`config.mk`:
```
export PLATFORM = sky130hd
export DESIGN_NAME = mc_control
export DESIGN_NICKNAME = d
export VERILOG_FILES = /design/src/rtl/mc_pkg.sv /design/src/rtl/mc_wait_timer.sv /design/src/rtl/mc_control.sv
export SDC_FILE = /design/constraint.sdc
export NUM_CORES = 1
export LEC_CHECK = 0
export BUFFER_PORTS_ARGS = -buffer_cell sky130_fd_sc_hd__buf_2
export CELL_PAD_IN_SITES_DETAIL_PLACEMENT = 0
export CELL_PAD_IN_SITES_GLOBAL_PLACEMENT = 2
export CORE_MARGIN = 5
export CORE_UTILIZATION = 25
export CTS_BUF_LIST = sky130_fd_sc_hd__clkbuf_4 sky130_fd_sc_hd__clkbuf_8
export DETAILED_ROUTE_END_ITERATION = 8
export PLACE_DENSITY_LB_ADDON = 0.1
export SYNTH_ARGS = -nofsm -noshare
export SYNTH_HDL_FRONTEND = slang
export SYNTH_SLANG_ARGS = --single-unit
```
`constraint.sdc`:
```
create_clock -name clk -period 3.2 [get_ports clk]
set_input_delay 0.48 -clock clk [delete_from_list [all_inputs] [get_ports clk]]
set_output_delay 0.48 -clock clk [all_outputs]
set_load 0.01 [all_outputs]
```
`src/rtl/mc_pkg.sv`:
```
// Shared encodings for the LEGv8 multi-cycle control path: opcodes, ALU
// operations, control states and NZCV bit positions.
package mc_pkg;

    localparam logic [3:0] OP_UNDEF = 4'd0;
    localparam logic [3:0] OP_ADDI  = 4'd1;
    localparam logic [3:0] OP_ADDS  = 4'd2;
    localparam logic [3:0] OP_BLT   = 4'd3;
    localparam logic [3:0] OP_B     = 4'd4;
    localparam logic [3:0] OP_CBZ   = 4'd5;
    localparam logic [3:0] OP_LDUR  = 4'd6;
    localparam logic [3:0] OP_LSL   = 4'd7;
    localparam logic [3:0] OP_LSR   = 4'd8;
    localparam logic [3:0] OP_MUL   = 4'd9;
    localparam logic [3:0] OP_STUR  = 4'd10;
    localparam logic [3:0] OP_SUBS  = 4'd11;

    localparam logic [2:0] ALU_ADD    = 3'd0;
    localparam logic [2:0] ALU_SUB    = 3'd1;
    localparam logic [2:0] ALU_LSL    = 3'd2;
    localparam logic [2:0] ALU_LSR    = 3'd3;
    localparam logic [2:0] ALU_PASS_B = 3'd4;

    localparam int unsigned FLAG_N = 3;
    localparam int unsigned FLAG_Z = 2;
    localparam int unsigned FLAG_C = 1;
    localparam int unsigned FLAG_V = 0;

    typedef enum logic [2:0] {
        FETCH,
        DECODE,
        EXEC,
        MEM,
        MUL_WAIT,
        WB,
        TRAP
    } state_t;

    function automatic logic op_valid(input logic [3:0] op);
        return (op != OP_UNDEF) && (op <= OP_SUBS);
    endfunction

endpackage

```
`src/rtl/mc_wait_timer.sv`:
```
// Saturating stall counter shared by the fetch, memory and multiplier waits.
module mc_wait_timer #(
    parameter int unsigned LIMIT = 64
) (
    input  logic clk,
    input  logic reset,
    input  logic clear,
    input  logic enable,
    output logic expired
);

    localparam int unsigned W = $clog2(LIMIT + 1);

    logic [W-1:0] count;

    // Count stalled cycles, saturating one short of the limit.
    always_ff @(posedge clk) begin
        if (reset || clear) begin
            count <= '0;
        end else if (enable && (count < W'(LIMIT - 1))) begin
            count <= count + W'(1);
        end
    end

    // Asserted when one more stalled cycle would exhaust the budget; the
    // caller qualifies it with its own stall condition so a ready/done that
    // arrives on the final cycle still wins.
    always_comb begin
        expired = (count == W'(LIMIT - 1));
    end

endmodule

```
`src/rtl/mc_control.sv`:
```
// Multi-cycle control FSM for the LEGv8 subset CPU: sequences fetch, decode,
// execute, memory, multiply and writeback, and owns the NZCV flags.
module mc_control
    import mc_pkg::*;
#(
    parameter int unsigned WAIT_LIMIT = 64,
    parameter int unsigned CNT_W      = 32
) (
    input  logic             clk,
    input  logic             reset,
    input  logic [3:0]       opcode,
    input  logic             alu_zero,
    input  logic [3:0]       alu_flags,
    input  logic             imem_ready,
    input  logic             dmem_ready,
    input  logic             mul_done,
    output logic             imem_req,
    output logic             ir_we,
    output logic             pc_we,
    output logic             pc_branch,
    output logic [2:0]       alu_op,
    output logic             alu_src_imm,
    output logic             mul_start,
    output logic             dmem_req,
    output logic             dmem_we,
    output logic             mem_to_reg,
    output logic             reg_we,
    output logic [3:0]       flags,
    output logic             retire,
    output logic [CNT_W-1:0] retired_cnt,
    output logic             trap
);

    state_t state, next_state;
    logic   stall;
    logic   expired;

    mc_wait_timer #(.LIMIT(WAIT_LIMIT)) u_wait_timer (
        .clk     (clk),
        .reset   (reset),
        .clear   (next_state != state),
        .enable  (stall),
        .expired (expired)
    );

    // State register.
    always_ff @(posedge clk) begin
        if (reset) begin
            state <= FETCH;
        end else begin
            state <= next_state;
        end
    end

    // Architectural flags and retired-instruction counter.
    always_ff @(posedge clk) begin
        if (reset) begin
            flags       <= '0;
            retired_cnt <= '0;
        end else begin
            if ((state == EXEC) && ((opcode == OP_ADDS) || (opcode == OP_SUBS))) begin
                flags <= alu_flags;
            end
            if (retire) begin
                retired_cnt <= retired_cnt + CNT_W'(1);
            end
        end
    end

    // Next-state and strobe decode; everything is held low while in reset.
    always_comb begin
        next_state  = state;
        stall       = 1'b0;
        imem_req    = 1'b0;
        ir_we       = 1'b0;
        pc_we       = 1'b0;
        pc_branch   = 1'b0;
        alu_op      = ALU_ADD;
        alu_src_imm = 1'b0;
        mul_start   = 1'b0;
        dmem_req    = 1'b0;
        dmem_we     = 1'b0;
        mem_to_reg  = 1'b0;
        reg_we      = 1'b0;
        retire      = 1'b0;
        trap        = 1'b0;
        if (!reset) begin
            case (state)
                FETCH: begin
                    imem_req = 1'b1;
                    if (imem_ready) begin
                        ir_we      = 1'b1;
                        next_state = DECODE;
                    end else begin
                        stall = 1'b1;
                        if (expired) next_state = TRAP;
                    end
                end
                DECODE: begin
                    next_state = op_valid(opcode) ? EXEC : TRAP;
                end
                EXEC: begin
                    next_state = WB;
                    case (opcode)
                        OP_ADDI: alu_src_imm = 1'b1;
                        OP_ADDS: alu_op = ALU_ADD;
                        OP_SUBS: alu_op = ALU_SUB;
                        OP_LSL: begin
                            alu_op      = ALU_LSL;
                            alu_src_imm = 1'b1;
                        end
                        OP_LSR: begin
                            alu_op      = ALU_LSR;
                            alu_src_imm = 1'b1;
                        end
                        OP_LDUR, OP_STUR: begin
                            alu_src_imm = 1'b1;
                            next_state  = MEM;
                        end
                        OP_MUL: begin
                            mul_start  = 1'b1;
                            next_state = MUL_WAIT;
                        end
                        OP_B: begin
                            pc_we      = 1'b1;
                            pc_branch  = 1'b1;
                            retire     = 1'b1;
                            next_state = FETCH;
                        end
                        OP_CBZ: begin
                            alu_op     = ALU_PASS_B;
                            pc_we      = 1'b1;
                            pc_branch  = alu_zero;
                            retire     = 1'b1;
                            next_state = FETCH;
                        end
                        OP_BLT: begin
                            pc_we      = 1'b1;
                            pc_branch  = flags[FLAG_N] ^ flags[FLAG_V];
                            retire     = 1'b1;
                            next_state = FETCH;
                        end
                        default: next_state = TRAP;
                    endcase
                end
                MEM: begin
                    dmem_req = 1'b1;
                    dmem_we  = (opcode == OP_STUR);
                    if (dmem_ready) begin
                        if (opcode == OP_STUR) begin
                            pc_we      = 1'b1;
                            retire     = 1'b1;
                            next_state = FETCH;
                        end else begin
                            next_state = WB;
                        end
                    end else begin
                        stall = 1'b1;
                        if (expired) next_state = TRAP;
                    end
                end
                MUL_WAIT: begin
                    if (mul_done) begin
                        next_state = WB;
                    end else begin
                        stall = 1'b1;
                        if (expired) next_state = TRAP;
                    end
                end
                WB: begin
                    reg_we     = 1'b1;
                    mem_to_reg = (opcode == OP_LDUR);
                    pc_we      = 1'b1;
                    retire     = 1'b1;
                    next_state = FETCH;
                end
                TRAP: begin
                    trap = 1'b1;
                end
                default: next_state = TRAP;
            endcase
        end
    end

endmodule

```
# [After elaboration in Yosys (flattened, before gate mapping)]
# Cells that the tools add are included.
[totals] ff_bits=46 input_bits=14 output_inout_bits=51 elab_cells=85
[classes] addsub=2 magnitude_cmp=2 n_eq_ne=19 n_mux=46 bitwise=1 reduce_logical=11
[op_table] op="$add 32x1->32 const B" n=1
[op_table] op="$mux 1" n=31
[op_table] op="$mux 3" n=9
[op_table] op="$pmux 3 s4" n=2
[op_table] op="$pmux 3 s7" n=1
[op_table] op="$eq 4x3->1 const B" n=4
[op_table] op="$eq 4x4->1 const B" n=4
[op_table] op="$reduce_or 5->1" n=2
[op_table] op="$eq 3x3->1 const B" n=3
[op_table] op="$pmux 1 s3" n=3
[op_table] op="$eq 4x2->1 const B" n=2
[op_table] op="$add 7x1->7 const B" n=1
[op_table] op="$eq 7x6->1 const B" n=1
[op_table] op="$lt 7x6->1 const B" n=1
[op_table] op="$eq 3x2->1 const B" n=2
[op_table] op="$eq 4x1->1 const B" n=1
[op_table] op="$le 4x4->1 const B" n=1
[op_table] op="$reduce_bool 4->1" n=1
[op_table] op="$eq 3x1->1 const B" n=1
[op_table] op="$logic_and 1x1->1" n=3
[op_table] op="$logic_not 3->1" n=1
[op_table] op="$ne 3x3->1" n=1
[op_table] op="$reduce_or 3->1" n=1
[op_table] op="$logic_or 1x1->1" n=2
[op_table] op="other kinds (2)" n=2

# [Depth between registers and ports, before layout]
# Gate-level depths: netlist (run 1).
[logic_depth] word_depth=7 ltp_mapped=7 mapped_depth_nobuf=6

# [By module]
# From an unflattened synthesis (run 1), not the netlist that was laid out.
[unflattened] cells_unflattened=360 hier_area_um2=2875.3
[by_module_without_submodules] mod="mc_control" n_inst=1 cells_each=321 area_per_inst_um2=2512.4 seq_area_each_um2=780.7
[by_module_without_submodules] mod="mc_wait_timer" n_inst=1 cells_each=39 area_per_inst_um2=362.8 seq_area_each_um2=140.1

# [Worst setup path after synthesis (run 1)]
# Ideal clock, no wire load.
[synth_timing] kind="input -> output" startpoint="in reset" endpoint="out alu_op[0]" arrival_time_ns=1.925 required_ns=2.720 setup_slack_ns=0.795 stages=4 n_path_buf=1 cell_sequence="or4b_2 > clkbuf_1 > or3b_1 > and3b_1"
[synth_between] elab_chain_len=1
[synth_rtl] element="start: declaration" line="mc_control.sv:10" text="input logic reset,"
[synth_rtl] element="$mux 3" line="mc_control.sv:87" text="if (!reset) begin"
[synth_rtl] element="end: declaration" line="mc_control.sv:21" text="output logic [2:0] alu_op,"
# No other way between the ends.

# [Final worst setup path (run 1)]
[layout_timing] startpoint="reg state[1]" endpoint="out alu_op[0]"
[layout_between] elab_chain_len=3
[layout_rtl] element="start: declaration" line="mc_control.sv:34" text="state_t state, next_state;"
[layout_rtl] element="start signal: assignment" line="mc_control.sv:51" text="state <= next_state;"
[layout_rtl] element="$eq 3x2->1" line="mc_control.sv:88" text="case (state)"
[layout_rtl] element="$mux 3" line="mc_control.sv:88"
[layout_rtl] element="$mux 3" line="mc_control.sv:87"
# No other way between the ends.

==> results.toml, run 1 <==
[run_status]
status = "complete, no violations"

[yosys]
synth_top_cell_area_share_pct = 32.54
yosysTopAreaCell = "dfxtp_1"
synth_async_sr_flop_share_pct = 0
synth_commonest_cells = "dfxtp_1 (46), nor2_1 (35), nand2_1 (20), a21oi_1 (17)"
yosys_warnings = 0
ys_seq_elements = 46
synth_nets = 353
ys_types = 60
synth_most_common_cell = "dfxtp_1"
syn_avg_cell_area_sq_um = 8.398
synth_edf_count = 0
synth_seq_area_share_pct = 32.54
synthTopCellsByArea = "dfxtp_1 (33%), nor2_1 (4.6%), nor3_2 (3.5%), xnor2_1 (3.4%), xor2_1 (3.1%)"
netlist_instances = 337
syn_area_sq_mm = 0.002830
ys.flop_type = "dfxtp_1"

[timing]
final_min_period_over_clock_period_pct = 90.76
slew-limit-headroom_pct = 42.42
skew_ns = 0.01034
fmaxAchievable_mhz = 344.3
finalCriticalPeriod_ns = 2.904
drv_slew = 0
worst_pin_slew_ns = 0.8598
setup_tns_ns = 0
hold_violations = 0
setup_viol = 0
rsz0062_at_grt = "false"

[clock_network]
cts_buffer_depth = 2
clkSlewWorstSetupHoldPaths_ns = 0.10
h-tree-depth = 2
clock_latency_ns = 0.31
cts_buffers = 5
hold_buffers = 0
cts_tree = "done"
cts-root-buf = "clkbuf_8"
cts_resized = 0
numClockSinks = 46
postCtsSetupRepairBufs = 0

[layout]
final_layout_size_suffix_gt1_share_pct = 26.28
multi_input_area_sq_mm = 0.001768
diodes = 0
area_delta_synth_final_pct = 18.13
fillCellCount = 1201
final_cells = 532
ff_latch_area_sq_um = 920.9
final_nets = 407

[floorplanning]
core.rowCount = 38
chipWidth_microns = 116.4
fp.dieH_microns = 116.4
die_area_sq_mm = 0.01355
core_region_area_sq_mm = 0.01098
start_util_pct = 25.77
io_pins = 65

[routing]
drc = 0
firstDrtPassIters = 4
wl_per_cell_microns = 14.88
num_vias = 2568
first_iter_violations = 143
wl_microns = 7916
viasPerCell = 4.827
antenna_left = 0

[placement]
dp_hpwl_microns = 5850
port_buffers = 64
gp_congestion = 0.7226
dp_cells = 524

[power_and_ir_drop]
p_leak_nw = 1.273
swShare_pct = 32.05
p_comb_share_pct = 18.1
power.switching_mw = 0.3900
vdd.ir_drop.worst_uv = 169.5
power_density_mw_per_mm2 = 363.9
p_seq_share_pct = 50.5
p_int_mw = 0.8266
clkPwrFrac_pct = 31.4

[worst_setup_path]
cp-end-kind = "output port"
cp_max_fo = 16
arrival_ns = 2.42
required_ns = 2.72
cp-start-kind = "flip-flop"
crit_type = "reg -> out"

[global_routing]
gr-total-overflow = 0
grt_pass1_vias = 2548
antenna_found_initial = 0
grtUsageMet1_pct = 16.35
busiest_layer = "met2"
use_met2_pct = 19.41
grt_max_degree = 57
grt_use_met3_pct = 2.694
grt_pass1_wl_microns = 13030
gr-usage-all-layers_pct = 12.05

[worst_hold_path]
min_path_type = "in -> reg"

[run]
cap_viol_max_count = 0
-- final timing paths --
check,startpoint,endpoint,slack (ns),depth (start not counted)
min,alu_flags[3],flags[3]$_SDFFE_PP0P_,0.40,3
max reg2reg,state[1]$_SDFF_PP0_,retired_cnt[24]$_SDFFE_PP0P_,0.61,5
min reg2reg,retired_cnt[22]$_SDFFE_PP0P_,retired_cnt[22]$_SDFFE_PP0P_,0.51,2
max,state[1]$_SDFF_PP0_,alu_op[0],0.30,4
-- stage by stage --
step,instance area [sq um],util (%),setup slack (ns),total power [mW],hold slack (ns)
4_1_cts,3343,30.44,0.2718,1.248,0.3856
6_report,3343,30.44,0.2957,1.217,0.3991
5_1_grt,3343,30.44,0.1162,1.294,0.4023
2_1_floorplan,2830,-,0.7951,0.7943,0.5080
3_5_place_dp,3256,29.64,0.5267,0.8512,0.4921
3_3_place_gp,3256,29.64,0.5321,0.8510,0.4739
-- layout make-up --
cell class | count | area share (%)
inverter | 7 | 0.7859
sequential | 46 | 27.54
multi-input combinational | 261 | 52.88
tap | 140 | 5.240
timing repair buffer | 70 | 10.93
clock inverter | 3 | 0.5614
clock buffer | 5 | 2.058
-- power groups by stage --
stage / Clock (mW) / Sequential [mW] / Combinational (mW)
2_1_floorplan: 0 / 0.608 / 0.186
3_3_place_gp: 0 / 0.627 / 0.224
3_5_place_dp: 0 / 0.628 / 0.223
4_1_cts: 0.410 / 0.614 / 0.224
5_1_grt: 0.429 / 0.619 / 0.246
6_report: 0.382 / 0.614 / 0.220
-- critical path, stage by stage, from the launching register on --
cell and delay, ns:
dfxtp_1 0.65, or4b_2 0.72, or3b_1 0.42, and3b_1 0.21, buf_2 0.12
-- placed cells by master (no fill, tap or decap), types with 3 or more instances in the layout --
| cell type | count |
|---|---|
| xor2_1 | 10 |
| mux2_2 | 3 |
| mux2i_1 | 7 |
| nor4_1 | 7 |
| or3_1 | 7 |
| o211ai_1 | 6 |
| nor2_1 | 35 |
| nand2b_1 | 7 |
| nor3_2 | 10 |
| nor4b_1 | 3 |
| clkbuf_8 | 5 |
| a31oi_1 | 3 |
| o31ai_1 | 5 |
| dfxtp_1 | 46 |
| nor3b_1 | 4 |
| a21oi_1 | 17 |
| nor3_1 | 9 |
| buf_2 | 64 |
| or4_1 | 8 |
| nand3_1 | 13 |
| o2111ai_1 | 6 |
| buf_4 | 6 |
| nand4_1 | 5 |
| nand2_1 | 20 |
| nor2b_1 | 12 |
| and3_1 | 3 |
| xnor2_1 | 11 |
| o21ai_0 | 13 |
| inv_1 | 7 |
-- routing by layer --
metal / wire [microns] / part of all wire (%) / up-vias
met5: 0 / 0 / -
met4: 83 / 1.0 / 0
met3: 314 / 4.0 / 7
met2: 3581 / 45 / 35
met1: 3937 / 50 / 1175
li1: - / - / 1351
-- registers in the layout, summed over array words and instances (netlist names) --
signal	flops
u_wait_timer.count	7
flags	4
retired_cnt	32
state	3
-- kinds of logic (layout without fill, tap and decap cells) --
kind of cell,Yosys count,in the layout,synth area share [%]
and+or+nand+nor,159,159,33.25
AOI/OAI and AO/OA,69,69,18.17
DFF,46,46,32.54
adders and majority gates,2,2,0.8840
buffers and inverters,30,85,4.996
muxes,10,10,3.669
xor gates and xnor gates,21,21,6.498
Power figures use the tool's default switching activity.
==> run 2, diff against run 1 <==
--- a/config.mk
+++ b/config.mk
@@ -8,7 +8,6 @@
 export BUFFER_PORTS_ARGS = -buffer_cell sky130_fd_sc_hd__buf_2
 export CELL_PAD_IN_SITES_DETAIL_PLACEMENT = 0
 export CELL_PAD_IN_SITES_GLOBAL_PLACEMENT = 2
-export CORE_MARGIN = 5
 export CORE_UTILIZATION = 25
 export CTS_BUF_LIST = sky130_fd_sc_hd__clkbuf_4 sky130_fd_sc_hd__clkbuf_8
 export DETAILED_ROUTE_END_ITERATION = 8
==> run 2 against run 1 <==
Final area decreased by 0.56%. Fmax increased by 2.3%. Global-route usage increased by 1.6 points. Wire length decreased by 2.5%. Sequential share of layout area increased by 0.16 points. Critical endpoint unchanged. Clock power decreased by 3%. Critical path type unchanged. First-iteration DRC count increased by 3.5%. Die area decreased by 13%. Sequential power about the same. Combinational power about the same.
==> results.toml, run 2 (synthesis results as in run 1) <==
[global_routing]
grt_pass1_wl_microns = 12560
grt_pass1_vias = 2431
grt_max_degree = 57
gr-total-overflow = 0
antenna_found_initial = 0
gr-usage-all-layers_pct = 13.65

[routing]
antenna_left = 0
wl_per_cell_microns = 14.59
drc = 0
first_iter_violations = 148
num_vias = 2591
wl_microns = 7717
viasPerCell = 4.898
firstDrtPassIters = 4

[placement]
dp_hpwl_microns = 5606
gp_congestion = 0.7321
port_buffers = 64

[clock_network]
h-tree-depth = 2
clkSlewWorstSetupHoldPaths_ns = 0.09
postCtsSetupRepairBufs = 0
numClockSinks = 46
cts-root-buf = "clkbuf_8"
cts_tree = "done"
cts_buffers = 5
cts_resized = 0
clock_latency_ns = 0.31
cts_buffer_depth = 2
hold_buffers = 0

[timing]
slew-limit-headroom_pct = 42.15
rsz0062_at_grt = "false"
skew_ns = 0.005503
setup_viol = 0
final_min_period_over_clock_period_pct = 88.69
finalCriticalPeriod_ns = 2.838
setup_tns_ns = 0
worst_pin_slew_ns = 0.8639
drv_slew = 0
fmaxAchievable_mhz = 352.4
hold_violations = 0

[layout]
final_core_util_pct = 30.40
final_common_cell = "buf_2"
area_delta_synth_final_pct = 17.46
final_nets = 405
final_cell_mix = "buf_2 (64), dfxtp_1 (46), nor2_1 (35)"
diodes = 0
largest_registers = "retired_cnt (32), u_wait_timer.count (7), flags (4)"
largest_register_ffs = 32
fillCellCount = 1240
top_register = "retired_cnt"
final_layout_size_suffix_gt1_share_pct = 25.71

[run]
cap_viol_max_count = 0

[floorplanning]
die_area_sq_mm = 0.01175
core.rowCount = 38
fp.dieH_microns = 108.4
start_util_pct = 25.88
io_pins = 65
core_region_area_sq_mm = 0.01094
chipWidth_microns = 108.4

[worst_setup_path]
arrival_ns = 2.36
crit_type = "reg -> out"
required_ns = 2.72
cp_max_fo = 16
cp-end-kind = "output port"
cp-start-kind = "flip-flop"

[worst_hold_path]
min_path_type = "in -> reg"

[power_and_ir_drop]
vdd.ir_drop.worst_uv = 189.0
p_leak_nw = 1.257
power_density_mw_per_mm2 = 362.0

[run_status]
status = "complete, no violations"
run 2: area by class of cell:
| cell class | instances | area (sq um) | share of cell area (%) |
|---|---|---|---|
| Multi-Input combinational cell | 261 | 1768 | 53.18 |
| Sequential cell | 46 | 920.9 | 27.70 |
| Timing Repair Buffer | 68 | 350.3 | 10.54 |
| Tap cell | 140 | 175.2 | 5.269 |
| Clock buffer | 6 | 76.32 | 2.296 |
| Inverter | 7 | 26.28 | 0.7904 |
| Clock inverter | 1 | 7.507 | 0.2258 |
run 2: final timing paths:
path / start / end / depth (start not counted) / slack (ns)
worst min register to register: flags[1]$_SDFFE_PP0P_ / flags[1]$_SDFFE_PP0P_ / 2 / 0.50
worst min-delay path: alu_flags[2] / flags[2]$_SDFFE_PP0P_ / 3 / 0.40
worst max-delay path: state[2]$_SDFF_PP0_ / alu_op[0] / 4 / 0.36
worst max register to register: state[2]$_SDFF_PP0_ / retired_cnt[22]$_SDFFE_PP0P_ / 5 / 0.68
run 2: report_power, final:
group | internal (mW) | total, mW | switching (mW)
registers | 0.583 | 0.614 | 0.0309
logic | 0.0877 | 0.218 | 0.130
clock network | 0.159 | 0.371 | 0.212
total | 0.830 | 1.20 | 0.373
run 2: layer usage:
metal,wire (microns),global-route usage [%]
met1,3807,18.72
met2,3516,21.61
met3,309,2.652
met4,83,3.764
met5,0,0
run 2: through the flow:
stage	cells	area (sq um)	power (mW)	setup WS [ns]	hold slack, ns
2_1_floorplan	337	2830	0.7943	0.7951	0.5080
3_3_place_gp	522	3241	0.8509	0.4927	0.4749
3_5_place_dp	522	3241	0.8493	0.4645	0.4829
4_1_cts	529	3324	1.230	0.3685	0.3839
5_1_grt	529	3324	1.272	0.2881	0.4118
6_report	529	3324	1.203	0.3620	0.3994
run 2: critical path: stages (launching register included):
cell,delay [ns]
dfxtp_1,0.50
or4b_2,0.80
or3b_1,0.42
and3b_1,0.21
buf_2,0.12
